<file path="src/rtl/mem_arbiter_pkg.sv">
// Shared types and constants for the IF/LS memory-port arbiter.
package mem_arbiter_pkg;

  localparam int DATA_W = 32;
  localparam int ADDR_W = 32;
  localparam int MASK_W = 4;

  localparam logic MEM_CMD_READ  = 1'b0;
  localparam logic MEM_CMD_WRITE = 1'b1;

  typedef enum logic {
    ARB_ID_IF = 1'b0,
    ARB_ID_LS = 1'b1
  } arb_id_e;

  typedef enum logic [1:0] {
    ARB_IDLE   = 2'd0,
    ARB_ACCESS = 2'd1,
    ARB_RESP   = 2'd2
  } arb_state_e;

endpackage

</file>
<file path="src/rtl/mem_arbiter_if.sv">
// Bundle of the IF/LS requester handshakes and the simulated memory port.
interface mem_arbiter_if;
  import mem_arbiter_pkg::*;

  logic              if_req_valid;
  logic [ADDR_W-1:0] if_req_addr;
  logic              if_req_ready;
  logic              if_rsp_valid;
  logic [DATA_W-1:0] if_rsp_data;
  logic              if_rsp_err;

  logic              ls_req_valid;
  logic              ls_req_cmd;
  logic [ADDR_W-1:0] ls_req_addr;
  logic [MASK_W-1:0] ls_req_mask;
  logic [DATA_W-1:0] ls_req_wdata;
  logic              ls_req_ready;
  logic              ls_rsp_valid;
  logic [DATA_W-1:0] ls_rsp_data;
  logic              ls_rsp_err;

  logic [ADDR_W-1:0] mem_addr;
  logic [MASK_W-1:0] mem_mask;
  logic              mem_enable;
  logic              mem_cmd;
  logic [DATA_W-1:0] mem_write_data;
  logic [DATA_W-1:0] mem_load_data;
  logic              mem_valid;

  modport slave (
    input  if_req_valid, if_req_addr,
    output if_req_ready, if_rsp_valid, if_rsp_data, if_rsp_err,
    input  ls_req_valid, ls_req_cmd, ls_req_addr, ls_req_mask, ls_req_wdata,
    output ls_req_ready, ls_rsp_valid, ls_rsp_data, ls_rsp_err,
    output mem_addr, mem_mask, mem_enable, mem_cmd, mem_write_data,
    input  mem_load_data, mem_valid
  );

  modport master (
    output if_req_valid, if_req_addr,
    input  if_req_ready, if_rsp_valid, if_rsp_data, if_rsp_err,
    output ls_req_valid, ls_req_cmd, ls_req_addr, ls_req_mask, ls_req_wdata,
    input  ls_req_ready, ls_rsp_valid, ls_rsp_data, ls_rsp_err,
    input  mem_addr, mem_mask, mem_enable, mem_cmd, mem_write_data,
    output mem_load_data, mem_valid
  );

endinterface

</file>
<file path="src/rtl/mem_arbiter.sv">
// Shares one memory port between instruction fetch and load/store: LS priority,
// IF starvation guard, one registered access and one response pulse per transaction.
module mem_arbiter
  import mem_arbiter_pkg::*;
#(
  parameter int STARVE_LIMIT = 4
) (
  input  logic         clk,
  input  logic         reset,
  mem_arbiter_if.slave bus
);

  localparam logic [3:0] STARVE_MAX = 4'(STARVE_LIMIT);

  arb_state_e        state_q, state_nxt;
  logic [3:0]        starve_cnt;
  logic              if_grant, ls_grant, req_err;
  logic              if_rsp_hit, ls_rsp_hit;

  arb_id_e           id_p0;
  logic              cmd_p0;
  logic [ADDR_W-1:0] addr_p0;
  logic [MASK_W-1:0] mask_p0;
  logic [DATA_W-1:0] wdata_p0;
  logic              err_p0;
  logic [DATA_W-1:0] rdata_p1;

  // Full words must be aligned; halfwords and bytes are judged by lane pattern alone.
  function automatic logic ls_legal(input logic [MASK_W-1:0] mask, input logic [1:0] lsb);
    case (mask)
      4'b1111:                                              ls_legal = (lsb == 2'b00);
      4'b0011, 4'b1100, 4'b0001, 4'b0010, 4'b0100, 4'b1000: ls_legal = 1'b1;
      default:                                              ls_legal = 1'b0;
    endcase
  endfunction

  function automatic logic [3:0] sat_inc(input logic [3:0] v);
    sat_inc = (v == 4'hF) ? v : v + 4'd1;
  endfunction

  always_comb begin
    state_nxt = state_q;
    if_grant  = 1'b0;
    ls_grant  = 1'b0;
    req_err   = 1'b0;
    case (state_q)
      ARB_IDLE: begin
        if (!reset) begin
          if (bus.if_req_valid && (!bus.ls_req_valid || starve_cnt == STARVE_MAX)) if_grant = 1'b1;
          else if (bus.ls_req_valid)                                                ls_grant = 1'b1;
          if (if_grant)      req_err = (bus.if_req_addr[1:0] != 2'b00);
          else if (ls_grant) req_err = !ls_legal(bus.ls_req_mask, bus.ls_req_addr[1:0]);
          if (if_grant || ls_grant) state_nxt = req_err ? ARB_RESP : ARB_ACCESS;
        end
      end
      ARB_ACCESS: state_nxt = ARB_RESP;
      ARB_RESP:   state_nxt = ARB_IDLE;
      default:    state_nxt = ARB_IDLE;
    endcase
  end

  always_ff @(posedge clk) begin
    if (reset) begin
      state_q    <= ARB_IDLE;
      starve_cnt <= 4'd0;
      id_p0      <= ARB_ID_IF;
      cmd_p0     <= MEM_CMD_READ;
      addr_p0    <= '0;
      mask_p0    <= '0;
      wdata_p0   <= '0;
      err_p0     <= 1'b0;
      rdata_p1   <= '0;
    end else begin
      state_q <= state_nxt;
      if (!bus.if_req_valid || if_grant) starve_cnt <= 4'd0;
      else if (ls_grant)                 starve_cnt <= sat_inc(starve_cnt);
      // p0: accept - latch the winning request
      if (if_grant) begin
        id_p0    <= ARB_ID_IF;
        cmd_p0   <= MEM_CMD_READ;
        addr_p0  <= bus.if_req_addr;
        mask_p0  <= 4'hF;
        wdata_p0 <= '0;
        err_p0   <= req_err;
        rdata_p1 <= '0;
      end else if (ls_grant) begin
        id_p0    <= ARB_ID_LS;
        cmd_p0   <= bus.ls_req_cmd;
        addr_p0  <= bus.ls_req_addr;
        mask_p0  <= bus.ls_req_mask;
        wdata_p0 <= bus.ls_req_wdata;
        err_p0   <= req_err;
        rdata_p1 <= '0;
      // p1: access - capture the read word for the response
      end else if (state_q == ARB_ACCESS && cmd_p0 == MEM_CMD_READ) begin
        rdata_p1 <= bus.mem_load_data;
      end
    end
  end

  assign bus.if_req_ready   = if_grant;
  assign bus.ls_req_ready   = ls_grant;

  assign bus.mem_enable     = (state_q == ARB_ACCESS) && !reset;
  assign bus.mem_addr       = addr_p0;
  assign bus.mem_mask       = mask_p0;
  assign bus.mem_cmd        = cmd_p0;
  assign bus.mem_write_data = wdata_p0;

  // p2: response - one pulse to the winner; reset abandons it
  assign if_rsp_hit       = (state_q == ARB_RESP) && (id_p0 == ARB_ID_IF) && !reset;
  assign ls_rsp_hit       = (state_q == ARB_RESP) && (id_p0 == ARB_ID_LS) && !reset;
  assign bus.if_rsp_valid = if_rsp_hit;
  assign bus.if_rsp_data  = if_rsp_hit ? rdata_p1 : '0;
  assign bus.if_rsp_err   = if_rsp_hit && err_p0;
  assign bus.ls_rsp_valid = ls_rsp_hit;
  assign bus.ls_rsp_data  = ls_rsp_hit ? rdata_p1 : '0;
  assign bus.ls_rsp_err   = ls_rsp_hit && err_p0;

  a_mem_valid: assert property (@(posedge clk) disable iff (reset)
    bus.mem_valid == (state_q == ARB_ACCESS && cmd_p0 == MEM_CMD_READ));

endmodule

</file>
<file path="src/flat_wrapper.sv">
// flat-port wrapper written by rule: the top's interface ports become plain ports
module mem_arbiter_flat import mem_arbiter_pkg::*;
#(
  parameter int STARVE_LIMIT = 4
)
  (clk, reset, bus_if_req_valid, bus_if_req_addr, bus_if_req_ready, bus_if_rsp_valid, bus_if_rsp_data, bus_if_rsp_err, bus_ls_req_valid, bus_ls_req_cmd, bus_ls_req_addr, bus_ls_req_mask, bus_ls_req_wdata, bus_ls_req_ready, bus_ls_rsp_valid, bus_ls_rsp_data, bus_ls_rsp_err, bus_mem_addr, bus_mem_mask, bus_mem_enable, bus_mem_cmd, bus_mem_write_data, bus_mem_load_data, bus_mem_valid);
  mem_arbiter_if bus_i ();
  input  logic clk;
  input  logic reset;
  input wire logic [$bits(bus_i.if_req_valid)-1:0] bus_if_req_valid;
  input wire logic [$bits(bus_i.if_req_addr)-1:0] bus_if_req_addr;
  output wire logic [$bits(bus_i.if_req_ready)-1:0] bus_if_req_ready;
  output wire logic [$bits(bus_i.if_rsp_valid)-1:0] bus_if_rsp_valid;
  output wire logic [$bits(bus_i.if_rsp_data)-1:0] bus_if_rsp_data;
  output wire logic [$bits(bus_i.if_rsp_err)-1:0] bus_if_rsp_err;
  input wire logic [$bits(bus_i.ls_req_valid)-1:0] bus_ls_req_valid;
  input wire logic [$bits(bus_i.ls_req_cmd)-1:0] bus_ls_req_cmd;
  input wire logic [$bits(bus_i.ls_req_addr)-1:0] bus_ls_req_addr;
  input wire logic [$bits(bus_i.ls_req_mask)-1:0] bus_ls_req_mask;
  input wire logic [$bits(bus_i.ls_req_wdata)-1:0] bus_ls_req_wdata;
  output wire logic [$bits(bus_i.ls_req_ready)-1:0] bus_ls_req_ready;
  output wire logic [$bits(bus_i.ls_rsp_valid)-1:0] bus_ls_rsp_valid;
  output wire logic [$bits(bus_i.ls_rsp_data)-1:0] bus_ls_rsp_data;
  output wire logic [$bits(bus_i.ls_rsp_err)-1:0] bus_ls_rsp_err;
  output wire logic [$bits(bus_i.mem_addr)-1:0] bus_mem_addr;
  output wire logic [$bits(bus_i.mem_mask)-1:0] bus_mem_mask;
  output wire logic [$bits(bus_i.mem_enable)-1:0] bus_mem_enable;
  output wire logic [$bits(bus_i.mem_cmd)-1:0] bus_mem_cmd;
  output wire logic [$bits(bus_i.mem_write_data)-1:0] bus_mem_write_data;
  input wire logic [$bits(bus_i.mem_load_data)-1:0] bus_mem_load_data;
  input wire logic [$bits(bus_i.mem_valid)-1:0] bus_mem_valid;
  assign bus_i.if_req_valid = bus_if_req_valid;
  assign bus_i.if_req_addr = bus_if_req_addr;
  assign bus_if_req_ready = bus_i.if_req_ready;
  assign bus_if_rsp_valid = bus_i.if_rsp_valid;
  assign bus_if_rsp_data = bus_i.if_rsp_data;
  assign bus_if_rsp_err = bus_i.if_rsp_err;
  assign bus_i.ls_req_valid = bus_ls_req_valid;
  assign bus_i.ls_req_cmd = bus_ls_req_cmd;
  assign bus_i.ls_req_addr = bus_ls_req_addr;
  assign bus_i.ls_req_mask = bus_ls_req_mask;
  assign bus_i.ls_req_wdata = bus_ls_req_wdata;
  assign bus_ls_req_ready = bus_i.ls_req_ready;
  assign bus_ls_rsp_valid = bus_i.ls_rsp_valid;
  assign bus_ls_rsp_data = bus_i.ls_rsp_data;
  assign bus_ls_rsp_err = bus_i.ls_rsp_err;
  assign bus_mem_addr = bus_i.mem_addr;
  assign bus_mem_mask = bus_i.mem_mask;
  assign bus_mem_enable = bus_i.mem_enable;
  assign bus_mem_cmd = bus_i.mem_cmd;
  assign bus_mem_write_data = bus_i.mem_write_data;
  assign bus_i.mem_load_data = bus_mem_load_data;
  assign bus_i.mem_valid = bus_mem_valid;
  mem_arbiter #(.STARVE_LIMIT(STARVE_LIMIT)) u_core (.clk(clk), .reset(reset), .bus(bus_i));
endmodule
</file>
<file path="config.mk">
export PLATFORM = sky130hd
export DESIGN_NAME = mem_arbiter_flat
export DESIGN_NICKNAME = d
export VERILOG_FILES = /design/src/rtl/mem_arbiter_pkg.sv /design/src/rtl/mem_arbiter_if.sv /design/src/rtl/mem_arbiter.sv /design/src/flat_wrapper.sv
export SDC_FILE = /design/constraint.sdc
export NUM_CORES = 1
export LEC_CHECK = 0
export ABC_AREA = 1
export CAP_MARGIN = 5
export CELL_PAD_IN_SITES_DETAIL_PLACEMENT = 1
export CELL_PAD_IN_SITES_GLOBAL_PLACEMENT = 2
export CORE_UTILIZATION = 20
export CTS_CLUSTER_SIZE = 14
export DETAILED_ROUTE_END_ITERATION = 10
export GPL_ROUTABILITY_DRIVEN = 0
export GPL_TIMING_DRIVEN = 0
export PLACE_DENSITY_LB_ADDON = 0.25
export SLEW_MARGIN = 20
export SYNTH_ARGS = -nofsm -noshare
export SYNTH_HDL_FRONTEND = slang
export SYNTH_SLANG_ARGS = --single-unit
export TNS_END_PERCENT = 5
</file>
<file path="constraint.sdc">
create_clock -name clk -period 4.67 [get_ports clk]
set_input_delay 0.934 -clock clk [delete_from_list [all_inputs] [get_ports clk]]
set_output_delay 0.934 -clock clk [all_outputs]
set_load 0.1 [all_outputs]
</file>
==> flow_metrics.tcl <==
set metrics [dict create \
    synth_compound_area_share_pct 14.93 \
    worst_clock_skew_ps 17.50 \
    finalCritPeriodShare_pct 93.71 \
    power_frac_comb_pct 35.5 \
    row_count 55 \
    setup_viol 0 \
    r2r_cells 8 \
    dp_hpwl_mm 14.74 \
    power.switching_mw 1.185 \
    grt_first_pass_wirelength_mm 29.50 \
    start_kind "input port" \
    finalPower_mw 2.945 \
    netlist_area_um2 4745 \
    p_leak_nw 3.083 \
    final_util_pct 35.70 \
    hold_buffers 0 \
    place_inst 1282 \
    core_area_um2 22980 \
    syn_to_final_growth_pct 72.94 \
    start_util_pct 20.64 \
    num_antenna_cells 0 \
    route.detailed.drc 0 \
    cts-root-buf "clkbuf_16" \
    ys_seq_area_share_pct 45.99 \
    grt_max_degree 19 \
    tns_ps 0 \
    htreeDepth 3 \
    crit_required_ps 3740 \
    whs_path_depth 2 \
    insertion_delay_ps 360 \
    synthAdderAreaFrac_pct 0.5274 \
    synth_nets 834 \
    io_buffers 275 \
    die_w_um 156.0 \
    hp-class "register to register" \
    grt_pass1_vias 5463 \
    postCtsSetupBuffers 0 \
    first_iter_violations 197 \
    syn_inst 694 \
    synth_mux_area_share_pct 0 \
    nets 1120 \
    p_clk_share_pct 28.7 \
    arrival_ps 3440 \
    end_kind "primary output" \
    synth_area_leaders "dfxtp_1 46%, nor2_1 13%, nand2_1 11%, a21oi_1 8.3%, o21ai_1 5.8%" \
    peakVddDrop_mv 0.1639 \
    max_slew.worst_pin.slew_ps 1037 \
    clkSinkCount 109 \
    grt_overflow 0 \
    yosys.area.top_type "dfxtp_1" \
    synth_top_area_share_pct 45.99 \
    rsz0062_at_grt "no" \
    cts_buffers 9 \
    yosys.area_share.xor_xnor_pct 0.3692 \
    die_h_um 156.0 \
    antenna_found_initial 0 \
    finalMaxSlewViolations 0 \
    first_pass_iters 4 \
    wl_mm 19.20 \
    synthSimpleGateAreaFrac_pct 28.27 \
    wire_per_inst_um 14.79 \
    finalCriticalPeriod_ps 4376 \
    hold_violations 0 \
    slew_headroom_pct 30.66 \
    vias 5350 \
    viasPerCell 4.122 \
    p_int_mw 1.759 \
    swShare_pct 40.25 \
    synth_top_family_by_area "simple AND/OR/NAND/NOR gates" \
    avgSynthCellArea_um2 6.837 \
    cts_tree "built" \
    die-area_um2 24340 \
    cts.path.max_buffers 2 \
    drive_gt1_share_pct 5.482 \
    maxCapViolations 0 \
    max_freq_mhz 228.5 \
    pin_count 278 \
    yosys_warnings 0 \
    outcome "complete, no violations" \
    ys_types 26 \
    yosys_register_bits 109 \
    power_density_nw_per_um2 358.9 \
    drt.antenna.violating_nets 0 \
    clkTransAtPathRegs_ps 70 \
    seqPwrFrac_pct 35.8 \
    final_cells 1298 \
    cts_resized 0 \
    crit_type "input port to primary output" \
    critPathMaxFanout 10 \
    grtUsageTotal_pct 15.67 \
]
## registers in the layout (all words and copies together), names as in the netlist
signal / flops
u_core.bus.mem_mask: 4
u_core.rdata_p1: 32
u_core.bus.mem_cmd: 1
u_core.bus.mem_write_data: 32
u_core.id_p0: 1
u_core.state_q: 2
u_core.bus.mem_addr: 32
u_core.starve_cnt: 4
u_core.err_p0: 1
## stage by stage
| stage | hold WS (ps) | setup slack (ps) | instance area (um2) |
|---|---|---|---|
| CTS | 465.1 | 256.7 | 8205 |
| finish | 462.2 | 293.5 | 8205 |
| detailed placement | 453.5 | 257.5 | 7889 |
| global placement | 449.8 | 269.9 | 7889 |
| floorplan | 437.2 | 889.8 | 4745 |
| global route | 479.8 | 171.5 | 8205 |
## power groups by stage
stage | Sequential (mW) | Clock [mW] | Combinational (mW)
final | 1.05 | 0.846 | 1.04
after global routing | 1.07 | 0.916 | 1.10
after CTS | 1.06 | 0.876 | 1.06
after detailed placement | 1.08 | 0 | 1.05
after global placement | 1.07 | 0 | 1.05
after floorplan | 1.56 | 0 | 0.226
## cells by family after synthesis
family	after synthesis
DFF	109
AOI/OAI and AO/OA	139
buffers and inverters	106
xor gates and xnor gates	2
and+or+nand+nor	336
adders and majority gates	2
## worst paths after layout
kind / start / end / slack, ps
worst max-delay path: bus_ls_req_valid / bus_ls_req_ready / 290
worst min-delay path: u_core.rdata_p1[2] / u_core.rdata_p1[2] / 460
worst max register to register: u_core.starve_cnt[0] / u_core.bus.mem_addr[14] / 2870
worst min register to register: u_core.rdata_p1[2] / u_core.rdata_p1[2] / 460
## layout by cell type (no fill, tap or decap), types with 2 or more instances in the layout
master / n
buf_1: 3
xor2_1: 2
inv_6: 3
clkbuf_16: 9
nand2_1: 136
nor2_1: 163
dfxtp_1: 109
nand2_4: 2
inv_1: 55
a21oi_1: 79
buf_4: 6
clkbuf_8: 2
nand3_1: 31
buf_6: 4
clkdlybuf4s50_1: 275
buf_2: 13
inv_2: 5
o21ai_0: 2
ha_1: 2
o21ai_1: 55
clkbuf_1: 18
## synth_stat cells
master and number:
nand3_4 1, nor2_4 1, nand2_2 1, dfxtp_1 109, o21ai_0 2, buf_1 3, o211ai_1 1, clkbuf_1 18
a21oi_1 79, buf_4 6, xor2_1 2, o21ai_1 55, ha_1 2, buf_6 4, inv_4 1, clkinv_2 1
nor2_1 163, nand2_4 2, o21bai_2 1, o21ai_2 1, inv_2 5, nand2_1 136, buf_2 13, nand3_1 31
inv_1 55, or2_2 1
## layer usage
metal	global-route usage, %	wire, um
met1	18.85	8423
met2	26.15	8932
met3	5.500	1700
met4	4.528	144
met5	0	0
## worst max-delay path, cell delays in order
cell,delay (ps)
clkdlybuf4s50_1,530
inv_1,50
o21bai_2,200
nor2_4,120
buf_6,180
buf_2,250
clkdlybuf4s50_1,1170
## layout make-up
type / count / area, um2
Buffer: 44 / 234.0
Clock buffer: 11 / 252.7
Clock inverter: 5 / 63.81
Fill cell: 2899 / 14780
Inverter: 62 / 236.5
Multi-Input combinational cell: 479 / 2092
Sequential cell: 109 / 2182
Tap cell: 313 / 391.6
Timing Repair Buffer: 275 / 2753
(Power assumes the default switching activity.)
